File: src/rtl/wishbone_spi_controller.sv
// Wishbone-classic responder driving a byte-wide SPI master (MSB first, programmable SCK divider).
// Optional `SPI_MODE_EN adds CPOL/CPHA control in CTRL[2:1]; without it the port is fixed to mode 0.
module wishbone_spi_controller #(
    parameter logic [7:0] DIV_RESET = 8'd3
) (
    input  logic        clk_i,
    input  logic        rst_n_i,
    input  logic        wb_cyc_i,
    input  logic        wb_stb_i,
    input  logic        wb_we_i,
    input  logic [3:0]  wb_sel_i,
    input  logic [1:0]  wb_adr_i,
    input  logic [31:0] wb_dat_i,
    output logic [31:0] wb_dat_o,
    output logic        wb_ack_o,
    input  logic        spi_miso_i,
    output logic        spi_mosi_o,
    output logic        spi_sck_o,
    output logic        spi_cs_o
);

    typedef enum logic [0:0] {
        ST_IDLE = 1'b0,
        ST_XFER = 1'b1
    } state_e;

    localparam logic [1:0] ADR_DATA   = 2'd0;
    localparam logic [1:0] ADR_STATUS = 2'd1;
    localparam logic [1:0] ADR_CTRL   = 2'd2;

    state_e      state_q, state_d;
    logic        ack_q, ack_d;
    logic [31:0] dat_q, dat_d;
    logic        sck_q, sck_d;
    logic        mosi_q, mosi_d;
    logic        cs_assert_q, cs_assert_d;
    logic [7:0]  div_q, div_d;
    logic [7:0]  cnt_q, cnt_d;
    logic [3:0]  half_q, half_d;
    logic [7:0]  tx_shift_q, tx_shift_d;
    logic [7:0]  rx_shift_q, rx_shift_d;
    logic [7:0]  rx_byte_q, rx_byte_d;
    logic        rx_valid_q, rx_valid_d;
    logic        overrun_q, overrun_d;

    logic        accept_s;
    logic        busy_s;
    logic        start_s;
    logic        cpol_s;
    logic        cpha_s;
    logic        unused_s;

`ifdef SPI_MODE_EN
    logic        cpol_q, cpol_d;
    logic        cpha_q, cpha_d;
    assign cpol_s = cpol_q;
    assign cpha_s = cpha_q;
`else
    assign cpol_s = 1'b0;
    assign cpha_s = 1'b0;
`endif

    assign accept_s = wb_cyc_i & wb_stb_i & ~ack_q;
    assign busy_s   = (state_q == ST_XFER);
    assign unused_s = ^{wb_dat_i[31:16], wb_sel_i[3:2]};

    // Next-state logic: bus decode, register updates and the shift engine.
    always_comb begin
        state_d     = state_q;
        ack_d       = 1'b0;
        dat_d       = 32'd0;
        sck_d       = sck_q;
        mosi_d      = mosi_q;
        cs_assert_d = cs_assert_q;
        div_d       = div_q;
        cnt_d       = cnt_q;
        half_d      = half_q;
        tx_shift_d  = tx_shift_q;
        rx_shift_d  = rx_shift_q;
        rx_byte_d   = rx_byte_q;
        rx_valid_d  = rx_valid_q;
        overrun_d   = overrun_q;
        start_s     = 1'b0;
`ifdef SPI_MODE_EN
        cpol_d      = cpol_q;
        cpha_d      = cpha_q;
`endif

        if (accept_s) begin
            ack_d = 1'b1;
            if (wb_we_i) begin
                case (wb_adr_i)
                    ADR_DATA: begin
                        start_s = wb_sel_i[0] & ~busy_s;
                    end
                    ADR_CTRL: begin
                        if (wb_sel_i[0]) begin
                            cs_assert_d = wb_dat_i[0];
`ifdef SPI_MODE_EN
                            if (!busy_s) begin
                                cpol_d = wb_dat_i[1];
                                cpha_d = wb_dat_i[2];
                            end else begin
                                cpol_d = cpol_q;
                                cpha_d = cpha_q;
                            end
`endif
                        end else begin
                            cs_assert_d = cs_assert_q;
                        end
                        if (wb_sel_i[1] && !busy_s) begin
                            div_d = wb_dat_i[15:8];
                        end else begin
                            div_d = div_q;
                        end
                    end
                    default: begin
                        start_s = 1'b0;
                    end
                endcase
            end else begin
                case (wb_adr_i)
                    ADR_DATA: begin
                        dat_d      = {24'd0, rx_byte_q};
                        rx_valid_d = 1'b0;
                        overrun_d  = 1'b0;
                    end
                    ADR_STATUS: dat_d = {29'd0, overrun_q, rx_valid_q, busy_s};
                    ADR_CTRL:   dat_d = {16'd0, div_q, 5'd0, cpha_s, cpol_s, cs_assert_q};
                    default:    dat_d = 32'd0;
                endcase
            end
        end else begin
            ack_d = 1'b0;
        end

        // Completion below runs after the read-clear so a coincident set wins.
        case (state_q)
            ST_IDLE: begin
                sck_d = cpol_s;
                if (start_s) begin
                    state_d    = ST_XFER;
                    tx_shift_d = wb_dat_i[7:0];
                    mosi_d     = wb_dat_i[7];
                    half_d     = 4'd0;
                    cnt_d      = div_q;
                end else begin
                    state_d = ST_IDLE;
                end
            end
            ST_XFER: begin
                if (cnt_q == 8'd0) begin
                    sck_d  = ~sck_q;
                    cnt_d  = div_q;
                    half_d = half_q + 4'd1;
                    // Even half-periods end on the leading edge; CPHA swaps sample and shift edges.
                    if ((~half_q[0]) ^ cpha_s) begin
                        rx_shift_d = {rx_shift_q[6:0], spi_miso_i};
                    end else if (cpha_s) begin
                        mosi_d     = tx_shift_q[7];
                        tx_shift_d = {tx_shift_q[6:0], 1'b0};
                    end else begin
                        mosi_d     = tx_shift_q[6];
                        tx_shift_d = {tx_shift_q[6:0], 1'b0};
                    end
                    if (half_q == 4'd15) begin
                        state_d    = ST_IDLE;
                        rx_byte_d  = rx_shift_d;
                        rx_valid_d = 1'b1;
                        if (rx_valid_q) begin
                            overrun_d = 1'b1;
                        end else begin
                            overrun_d = overrun_d;
                        end
                    end else begin
                        state_d = ST_XFER;
                    end
                end else begin
                    cnt_d = cnt_q - 8'd1;
                end
            end
            default: begin
                state_d = ST_IDLE;
            end
        endcase
    end

    // State and register flops.
    always_ff @(posedge clk_i or negedge rst_n_i) begin
        if (!rst_n_i) begin
            state_q     <= ST_IDLE;
            ack_q       <= 1'b0;
            dat_q       <= 32'd0;
            sck_q       <= 1'b0;
            mosi_q      <= 1'b0;
            cs_assert_q <= 1'b0;
            div_q       <= DIV_RESET;
            cnt_q       <= 8'd0;
            half_q      <= 4'd0;
            tx_shift_q  <= 8'd0;
            rx_shift_q  <= 8'd0;
            rx_byte_q   <= 8'd0;
            rx_valid_q  <= 1'b0;
            overrun_q   <= 1'b0;
`ifdef SPI_MODE_EN
            cpol_q      <= 1'b0;
            cpha_q      <= 1'b0;
`endif
        end else begin
            state_q     <= state_d;
            ack_q       <= ack_d;
            dat_q       <= dat_d;
            sck_q       <= sck_d;
            mosi_q      <= mosi_d;
            cs_assert_q <= cs_assert_d;
            div_q       <= div_d;
            cnt_q       <= cnt_d;
            half_q      <= half_d;
            tx_shift_q  <= tx_shift_d;
            rx_shift_q  <= rx_shift_d;
            rx_byte_q   <= rx_byte_d;
            rx_valid_q  <= rx_valid_d;
            overrun_q   <= overrun_d;
`ifdef SPI_MODE_EN
            cpol_q      <= cpol_d;
            cpha_q      <= cpha_d;
`endif
        end
    end

    assign wb_ack_o   = ack_q;
    assign wb_dat_o   = dat_q;
    assign spi_sck_o  = sck_q;
    assign spi_mosi_o = mosi_q;
    assign spi_cs_o   = ~cs_assert_q;

endmodule

File: config.mk
export PLATFORM = sky130hd
export DESIGN_NAME = wishbone_spi_controller
export DESIGN_NICKNAME = d
export VERILOG_FILES = /design/src/rtl/wishbone_spi_controller.sv
export SDC_FILE = /design/constraint.sdc
export NUM_CORES = 1
export LEC_CHECK = 0
export CAP_MARGIN = 20
export CORE_MARGIN = 4
export CORE_UTILIZATION = 45
export DETAILED_ROUTE_END_ITERATION = 6
export PLACE_DENSITY = 0.85
export SYNTH_ARGS = -nofsm -noshare
export SYNTH_HDL_FRONTEND = slang
export SYNTH_SLANG_ARGS = --single-unit
File: constraint.sdc
create_clock -name clk_i -period 2.4 [get_ports clk_i]
set_clock_uncertainty 0.05 [all_clocks]
set_input_delay 0.72 -clock clk_i [delete_from_list [all_inputs] [get_ports clk_i]]
set_output_delay 0.72 -clock clk_i [all_outputs]
set_load 0.02 [all_outputs]
Word level (Yosys, flattened, before mapping)
Index checks and enable logic that the tools add are counted.
Widths: inputs -> output; s select.
Operators by class
  add/sub/neg operators: 2
  equality and inequality tests: 6
  mux-type cells: 41
  bitwise operators: 7
  reduce and logical (&&, ||, !) cells: 10
Operators with widths (number)
  $pmux 16 s3: 1
  $mux 32: 1
  $mux 1: 24
  $mux 8: 3
  $mux 7: 3
  $mux 16: 1
  $pmux 8 s2: 1
  $pmux 7 s2: 1
  $logic_not 8->1: 1
  $mux 4: 2
  $pmux 4 s2: 1
  $reduce_and 4->1: 2
  $sub 8x1->8 const B: 1
  $pmux 1 s2: 3
  $reduce_and 3->1: 2
  $add 4x1->4 const B: 1
  $eq 4x4->1 const B: 1
  $ne 2x1->1 const B: 2
  $not 1->1: 4
  $reduce_and 2->1: 2
  $and 1x1->1: 3
  $eq 2x1->1 const B: 1
  $eq 2x2->1 const B: 1
  $logic_not 2->1: 1
  3 further kinds: 3
Word-level totals
  flip-flop bits (word level): 82
  bits of input ports: 44
  output and inout port bits: 36
  logic and storage cells: 80

Longest topological paths before layout
Gate-level depths: netlist of the first run.
  depth in word-level cells: 8
  depth in mapped cells: 7
  mapped depth without buffers: 6

Worst setup path after synthesis of the first run
No wires, ideal clock.
  kind: input to register
  from: input wb_adr_i[0]
  to: register mosi_q, in the netlist spi_mosi_o
  setup time: 0.125 ns
  arrival: 2.105 ns
  required time: 2.225 ns
  slack: 0.120 ns
  cell stages on the path: 6
  path buffers: 3
  cell sequence: buf_6 > or4_1 > buf_2 > a22o_1 > buf_6 > mux2_4
Between the ends
  longest elaborated chain between the ends: 6
Ends and longest elaborated chain
  start: declaration: RTL line 12  | input logic [1:0] wb_adr_i,
  $logic_not 2->1: RTL line 92  | case (wb_adr_i)
  $mux 1: RTL line 92
  $mux 1: RTL line 91  | if (wb_we_i) begin
  $mux 1: RTL line 89  | if (accept_s) begin
  $ne 2x2->1 (no line)
  $reduce_and 3->1 (no line)
  end signal: assignment: RTL line 214  | mosi_q <= mosi_d;
  end: declaration: RTL line 35  | logic mosi_q, mosi_d;
No other way between the ends.
A chain may end at the register's enable or synchronous reset.

Final worst setup path of the first run
  from: input wb_sel_i[0]
  to: register tx_shift_q[3]
Between the ends
  longest elaborated chain between the ends: 6
Ends and longest elaborated chain
  start: declaration: RTL line 11  | input logic [3:0] wb_sel_i,
  $and 1x1->1: RTL line 94  | start_s = wb_sel_i[0] & ~busy_s;
  $mux 1: RTL line 92
  $mux 1: RTL line 91
  $mux 1: RTL line 89
  $ne 2x2->1 (no line)
  $reduce_and 3->1 (no line)
  end signal: assignment: RTL line 219  | tx_shift_q <= tx_shift_d;
  end: declaration: RTL line 40  | logic [7:0] tx_shift_q, tx_shift_d;
No other way between the ends.

==> metrics.txt, run 1 <==
P&R area growth vs syn 23.5%; Combinational Power Share 0.269; # fillers around 550; n_diodes 0; Final Wtd Congestion about 0.8; I/O Buffers 45; Starting Density 0.464; clk_lat worst skew approximately 350 ps; vias per cell between 5 and 6; drt drc 0; register area share after synthesis 0.521; Seq pwr share 0.483; Fin Setup TNS 0 ps; antenna violations before repair 0; Post-Synth Simple-Gate Area 0.131; CP arrival 2540 ps; Pint between 2 and 2.5 mW; CTS tree yes; die area 0.00846 mm^2; yosys warns 0; Net Sw Power roughly 1 mW; I/O pins 80; CTS Buf Count 9; f_max about 420 MHz; layout cell share with drive strength beyond 1 0.212; CTS root buffer clkbuf_8; Worst Tran Pin Value between 500 and 600 ps; hold_buf cts 0; max_slew headroom 0.641; Worst setup SP type primary input; Clock transition at path regs approximately 70 ps; multiplexer area fraction after synthesis 0.188; dominant synthesized flop cell dfrtp_1; CP required 2580 ps; most frequent cells in the layout 64 x dfrtp_1, 44 x clkdlybuf4s50_1, 20 x mux2i_1; crit path max fanout 8; Routed wire per std cell 14.2 um; GRT Total Usage 0.153; net switching fraction of the power 0.320; Routed Antenna Nets 0; Worst VDD drop roughly 0.00034 V; Total Wirelength just over 6000 um; die width between 90 and 100 um; maxcap violations 0; Synth Area in XOR/XNOR 0.00828; worst slack, placed -444 ps; Setup Fix Bufs, Post-CTS 0; Leak 1.82 nW; final setup margin approximately 38 ps; Final min period about 2400 ps; Final setup viols 0; Die Ht between 90 and 100 um; largest family of logic cells by synthesized area multiplexers; CTS H-Tree Depth 3; Post-Syn Instances approximately 270; status completed; Max Buffers Root-to-Sink 2; first-pass GRT wire length roughly 10000 um; TritonCTS Sinks between 60 and 70; grt total ovfl 0; vias in the first global route around 2200; #FFs+latches synth 66; commonest non-fill, non-tap cell in the layout dfrtp_1; Core ar. between 0.006 and 0.007 mm^2; critical path class in -> reg; hold crit path type in -> async; clock group share of total power 0.248; Syn Area/Cell 11.8 um^2; Synth Cell Area roughly 0.0032 mm^2; Final Max Slew Viols 0; Synth Area in Adders 0.0118; FP Rows 30; DP HPWL roughly 4400 um; final worst-path cycle share 0.984; unrepaired setup endpoints after global routing no; final hold vios 0; CP endpoint kind register; Synth async-reset ratio 1.00; largest net degree at the start of global routing 36; Power per Cell Area about 800 mW/mm^2; total number of vias 2191; Synth Area in Compound Gates 0.0682; drt pass-1 iters 4; Final nets roughly 380; Synth cell types 50; EDFF count, synth 0; Detailed Route Iter0 Violations ~130
Yosys cell counts, types with 4 or more instances:
| cell | n | area, um^2 |
|---|---|---|
| nand2_1 | 17 | 63.8 |
| a21oi_1 | 4 | 20.0 |
| mux2_4 | 7 | 105 |
| mux2_2 | 18 | 203 |
| and2_1 | 13 | 81.3 |
| buf_2 | 4 | 20.0 |
| o21ai_0 | 15 | 75.1 |
| mux2_1 | 8 | 90.1 |
| mux2i_1 | 20 | 200 |
| nor2_1 | 9 | 33.8 |
| dfrtp_1 | 64 | 1600 |
| buf_4 | 18 | 135 |
| nand4_1 | 5 | 31.3 |
| nor3_1 | 5 | 25.0 |
| inv_1 | 7 | 26.3 |
cell families (layout without fill, tap and decap cells):
group | count (synthesis) | count (layout)
AND/OR/NAND/NOR | 73 | 73
flip-flops | 66 | 66
multiplexers | 53 | 53
buffers and inverters | 36 | 87
AO/OA/AOI/OAI | 34 | 34
adder cells (fa/ha/maj) | 3 | 3
XOR/XNOR | 3 | 3
other | 1 | 16
per-layer routing:
layer | share of wire | global-route usage | vias to the layer above
met5 | 0 | 0 | -
met2 | 0.49 | 0.251 | 82
met1 | 0.41 | 0.190 | 1063
met4 | 0.020 | 0.0829 | 0
li1 | - | - | 1037
met3 | 0.081 | 0.0304 | 9
power groups by stage:
stage,combinational [mW],sequential (mW),clock [mW]
4_1_cts,0.852,1.51,0.805
5_1_grt,0.927,1.55,0.850
2_1_floorplan,0.666,1.47,0
3_5_place_dp,0.847,1.53,0
3_3_place_gp,0.799,1.52,0
6_report,0.845,1.52,0.779
final timing paths:
kind	startpoint	endpoint	slack [ps]	cells after the start
min in group clk_i	rx_byte_q[7]$_DFFE_PN0P_	rx_byte_q[7]$_DFFE_PN0P_	420	2
max reg2reg	cnt_q[0]$_DFFE_PN0P_	rx_shift_q[2]$_DFFE_PN0P_	240	7
min reg2reg	rx_byte_q[7]$_DFFE_PN0P_	rx_byte_q[7]$_DFFE_PN0P_	420	2
min	rst_n_i	wb_dat_o[11]$_DFF_PN0_	340	2
max	wb_sel_i[0]	tx_shift_q[3]$_DFFE_PN0P_	40	5
max in group asynchronous	rst_n_i	div_q[0]$_DFFE_PN1P_	1590	2
stage by stage:
step            util  total power, mW  hold slack [ps]  cell area, um^2  cells
2_1_floorplan      -             2.14              374             3230    284
3_3_place_gp   0.548             2.32              409             3740    415
3_5_place_dp   0.548             2.37              413             3740    415
4_1_cts        0.573             3.17              343             3920    431
5_1_grt        0.573             3.32              374             3920    431
6_report       0.573             3.14              336             3920    431
flip-flops by register name (all words and copies together) (netlist names), 4 cells and up:
signal / cells
wb_dat_o: 16
tx_shift_q: 7
div_q: 8
cnt_q: 8
rx_byte_q: 8
half_q: 4
rx_shift_q: 8
layout make-up:
class / count / area, um^2 / share of cell area
well taps: 96 / 120 / 0.0307
clock inverters: 6 / 35.0 / 0.00894
multi-input cells: 182 / 1370 / 0.350
flip-flops and latches: 66 / 1650 / 0.422
inverters: 8 / 30.0 / 0.00767
repair buffers: 63 / 581 / 0.148
clock buffers: 10 / 128 / 0.0326
worst max-delay path: stages:
cell	delay [ps]
clkdlybuf4s50_1	490
or2b_1	240
or4_1	460
a22o_4	320
mux2_4	310
what timing repair did:
item                       4_1_cts  5_1_grt
hold endpoints to repair         0        0
setup endpoints to repair        7        2
gates resized for setup          2        1
cloned                           0        0
No activity file was read; power rests on OpenSTA's default activity.
==> inputs of run 2 (changes only) <==
--- a/config.mk
+++ b/config.mk
@@ -10,6 +10,7 @@
 export CORE_UTILIZATION = 45
 export DETAILED_ROUTE_END_ITERATION = 6
 export PLACE_DENSITY = 0.85
+export SKIP_CTS_REPAIR_TIMING = 1
 export SYNTH_ARGS = -nofsm -noshare
 export SYNTH_HDL_FRONTEND = slang
 export SYNTH_SLANG_ARGS = --single-unit
==> run 2 against run 1 <==
Utilization unchanged. Sequential cell count is the same. Count of clock-buffer cells in the layout did not move. Combinational power barely moved. Non-clock buffer count unchanged. Critical path type unchanged. Largest cell class unchanged. Largest power group unchanged.
==> metrics.txt, run 2 (synthesized netlist as in run 1, its figures left out) <==
status completed; Final setup viols 0 (unchanged); DP HPWL 4430 um (unchanged); Reg-to-Reg End rx_shift_q[2]$_DFFE_PN0P_; I/O Buffers 45 (unchanged); crit path max fanout 8 (unchanged); layout cell share with drive strength beyond 1 0.212 (unchanged); Post-DP Area 0.00374 mm^2 (unchanged); # fillers 549 (unchanged); vias in the first global route 2147 (-0.42%); commonest non-fill, non-tap cell in the layout dfrtp_1; cells on worst reg2reg path 7 (unchanged); reg2reg start cnt_q[0]$_DFFE_PN0P_; most frequent cells in the layout 64 x dfrtp_1, 44 x clkdlybuf4s50_1, 20 x mux2i_1; Starting Density 0.464 (unchanged); antenna violations before repair 0 (unchanged); cell area after layout 0.00392 mm^2 (unchanged); vias per cell 5.04 (-0.87%); Final nets 377 (unchanged); f_max 420 MHz (-0.85%); clk_lat worst skew 350 ps (about the same); Final Wtd Congestion 0.824 (unchanged); Worst VDD drop 0.000343 V (about the same); largest net degree at the start of global routing 36 (unchanged); net switching fraction of the power 0.320 (+0.000519); clock group share of total power 0.248 (about the same); Core ar. 0.00683 mm^2 (unchanged); total number of vias 2172 (-0.87%); Power per Cell Area 802 mW/mm^2 (about the same); Total Wirelength 6170 um (+0.73%); Final min period 2380 ps (+20.2 ps); I/O pins 80 (unchanged); GRT Total Usage 0.153 (unchanged); FP Rows 30 (unchanged); grt total ovfl 0 (unchanged); Die Ht 92.0 um (unchanged); worst hold margin 334 ps (-1.60 ps); Clock transition at path regs 70 ps (about the same); CTS root buffer clkbuf_8; Worst setup SP type primary input; n_diodes 0 (unchanged); CTS H-Tree Depth 3 (unchanged); first-pass GRT wire length 10100 um (about the same); Routed wire per std cell 14.3 um (+0.73%); CP arrival 2560 ps (+20 ps); Worst Tran Pin Value 550 ps (+11.2 ps); Pint 2.14 mW (about the same); unrepaired setup endpoints after global routing no; die width 92.0 um (unchanged); FF/Latch Area 0.00165 mm^2 (unchanged); critical path class in -> reg; drt drc 0 (unchanged); final hold vios 0 (unchanged); die area 0.00846 mm^2 (unchanged); Final Max Slew Viols 0 (unchanged); hold crit path type in -> async; Net Sw Power 1.01 mW (+0.24%); CTS tree yes; max_slew headroom 0.633 (-0.00749); Max Buffers Root-to-Sink 2 (unchanged); Seq pwr share 0.483 (about the same); TritonCTS Sinks 66 (unchanged); P&R area growth vs syn 23.5% (unchanged); CTS Buf Count 9 (unchanged); max reg flops 16 (unchanged); drt pass-1 iters 4 (unchanged); final worst-path cycle share 0.993 (+0.00840); R2R Setup Slk 250 ps (about the same); Routed Antenna Nets 0 (unchanged); maxcap violations 0 (unchanged); Detailed Route Iter0 Violations 119 (-9.8%); CP required 2570 ps (about the same); CP endpoint kind register; Leak 1.82 nW (unchanged); multi-input logic area 0.00137 mm^2 (unchanged); Combinational Power Share 0.269 (about the same)
## run 2: worst max path at each step
stage	startpoint	end	cells after the start
3_5_place_dp	wb_sel_i[0]	tx_shift_q[2]$_DFFE_PN0P_	5
6_report	wb_sel_i[0]	tx_shift_q[3]$_DFFE_PN0P_	5
3_3_place_gp	wb_sel_i[0]	spi_mosi_o$_DFFE_PN0P_	5
2_1_floorplan	wb_adr_i[0]	spi_mosi_o$_DFFE_PN0P_	6
4_1_cts	wb_sel_i[0]	tx_shift_q[3]$_DFFE_PN0P_	5
5_1_grt	wb_sel_i[0]	tx_shift_q[5]$_DFFE_PN0P_	5
## run 2: through the flow
step | worst slack, ps | cells | total power, mW | util | setup TNS, ps
after global routing | 2.03 | 431 | 3.32 | 0.573 | 0
final | 17.6 | 431 | 3.14 | 0.573 | 0
after floorplan | 120 | 284 | 2.14 | - | 0
after global placement | -414 | 415 | 2.32 | 0.548 | -3510
after detailed placement | -444 | 415 | 2.37 | 0.548 | -3830
after CTS | -89.7 | 431 | 3.16 | 0.572 | -581
## run 2: layer usage
| layer | up-vias | wire [um] | track usage |
|---|---|---|---|
| met3 | 8 | 371 | 0.0304 |
| met2 | 72 | 3020 | 0.252 |
| met4 | 0 | 91 | 0.0829 |
| met5 | - | 0 | 0 |
| li1 | 1037 | - | - |
| met1 | 1055 | 2690 | 0.189 |
## run 2: critical path, cell delays in order
cell	delay (ps)
clkdlybuf4s50_1	490
or2b_1	240
or4_1	470
a22o_4	320
mux2_4	310
## run 2: power groups by stage
stage / sequential, mW / combinational (mW) / clock [mW]
after floorplan: 1.47 / 0.666 / 0
after global placement: 1.52 / 0.799 / 0
after detailed placement: 1.53 / 0.847 / 0
after CTS: 1.51 / 0.847 / 0.805
after global routing: 1.55 / 0.928 / 0.849
final: 1.52 / 0.846 / 0.779
## run 2: cell type report
| type | count | share of cell area |
|---|---|---|
| Sequential cell | 66 | 0.422 |
| Multi-Input combinational cell | 182 | 0.350 |
| Timing Repair Buffer | 63 | 0.148 |
| Clock buffer | 10 | 0.0326 |
| Tap cell | 96 | 0.0307 |
| Clock inverter | 6 | 0.00894 |
| Inverter | 8 | 0.00767 |
==> inputs of run 3 (changes only) <==
--- a/config.mk
+++ b/config.mk
@@ -10,7 +10,6 @@
 export CORE_UTILIZATION = 45
 export DETAILED_ROUTE_END_ITERATION = 6
 export PLACE_DENSITY = 0.85
-export SKIP_CTS_REPAIR_TIMING = 1
 export SYNTH_ARGS = -nofsm -noshare
 export SYNTH_HDL_FRONTEND = slang
 export SYNTH_SLANG_ARGS = --single-unit
==> results of run 3 <==
No change in the layout: final DEF, timing and power equal those of run 1.
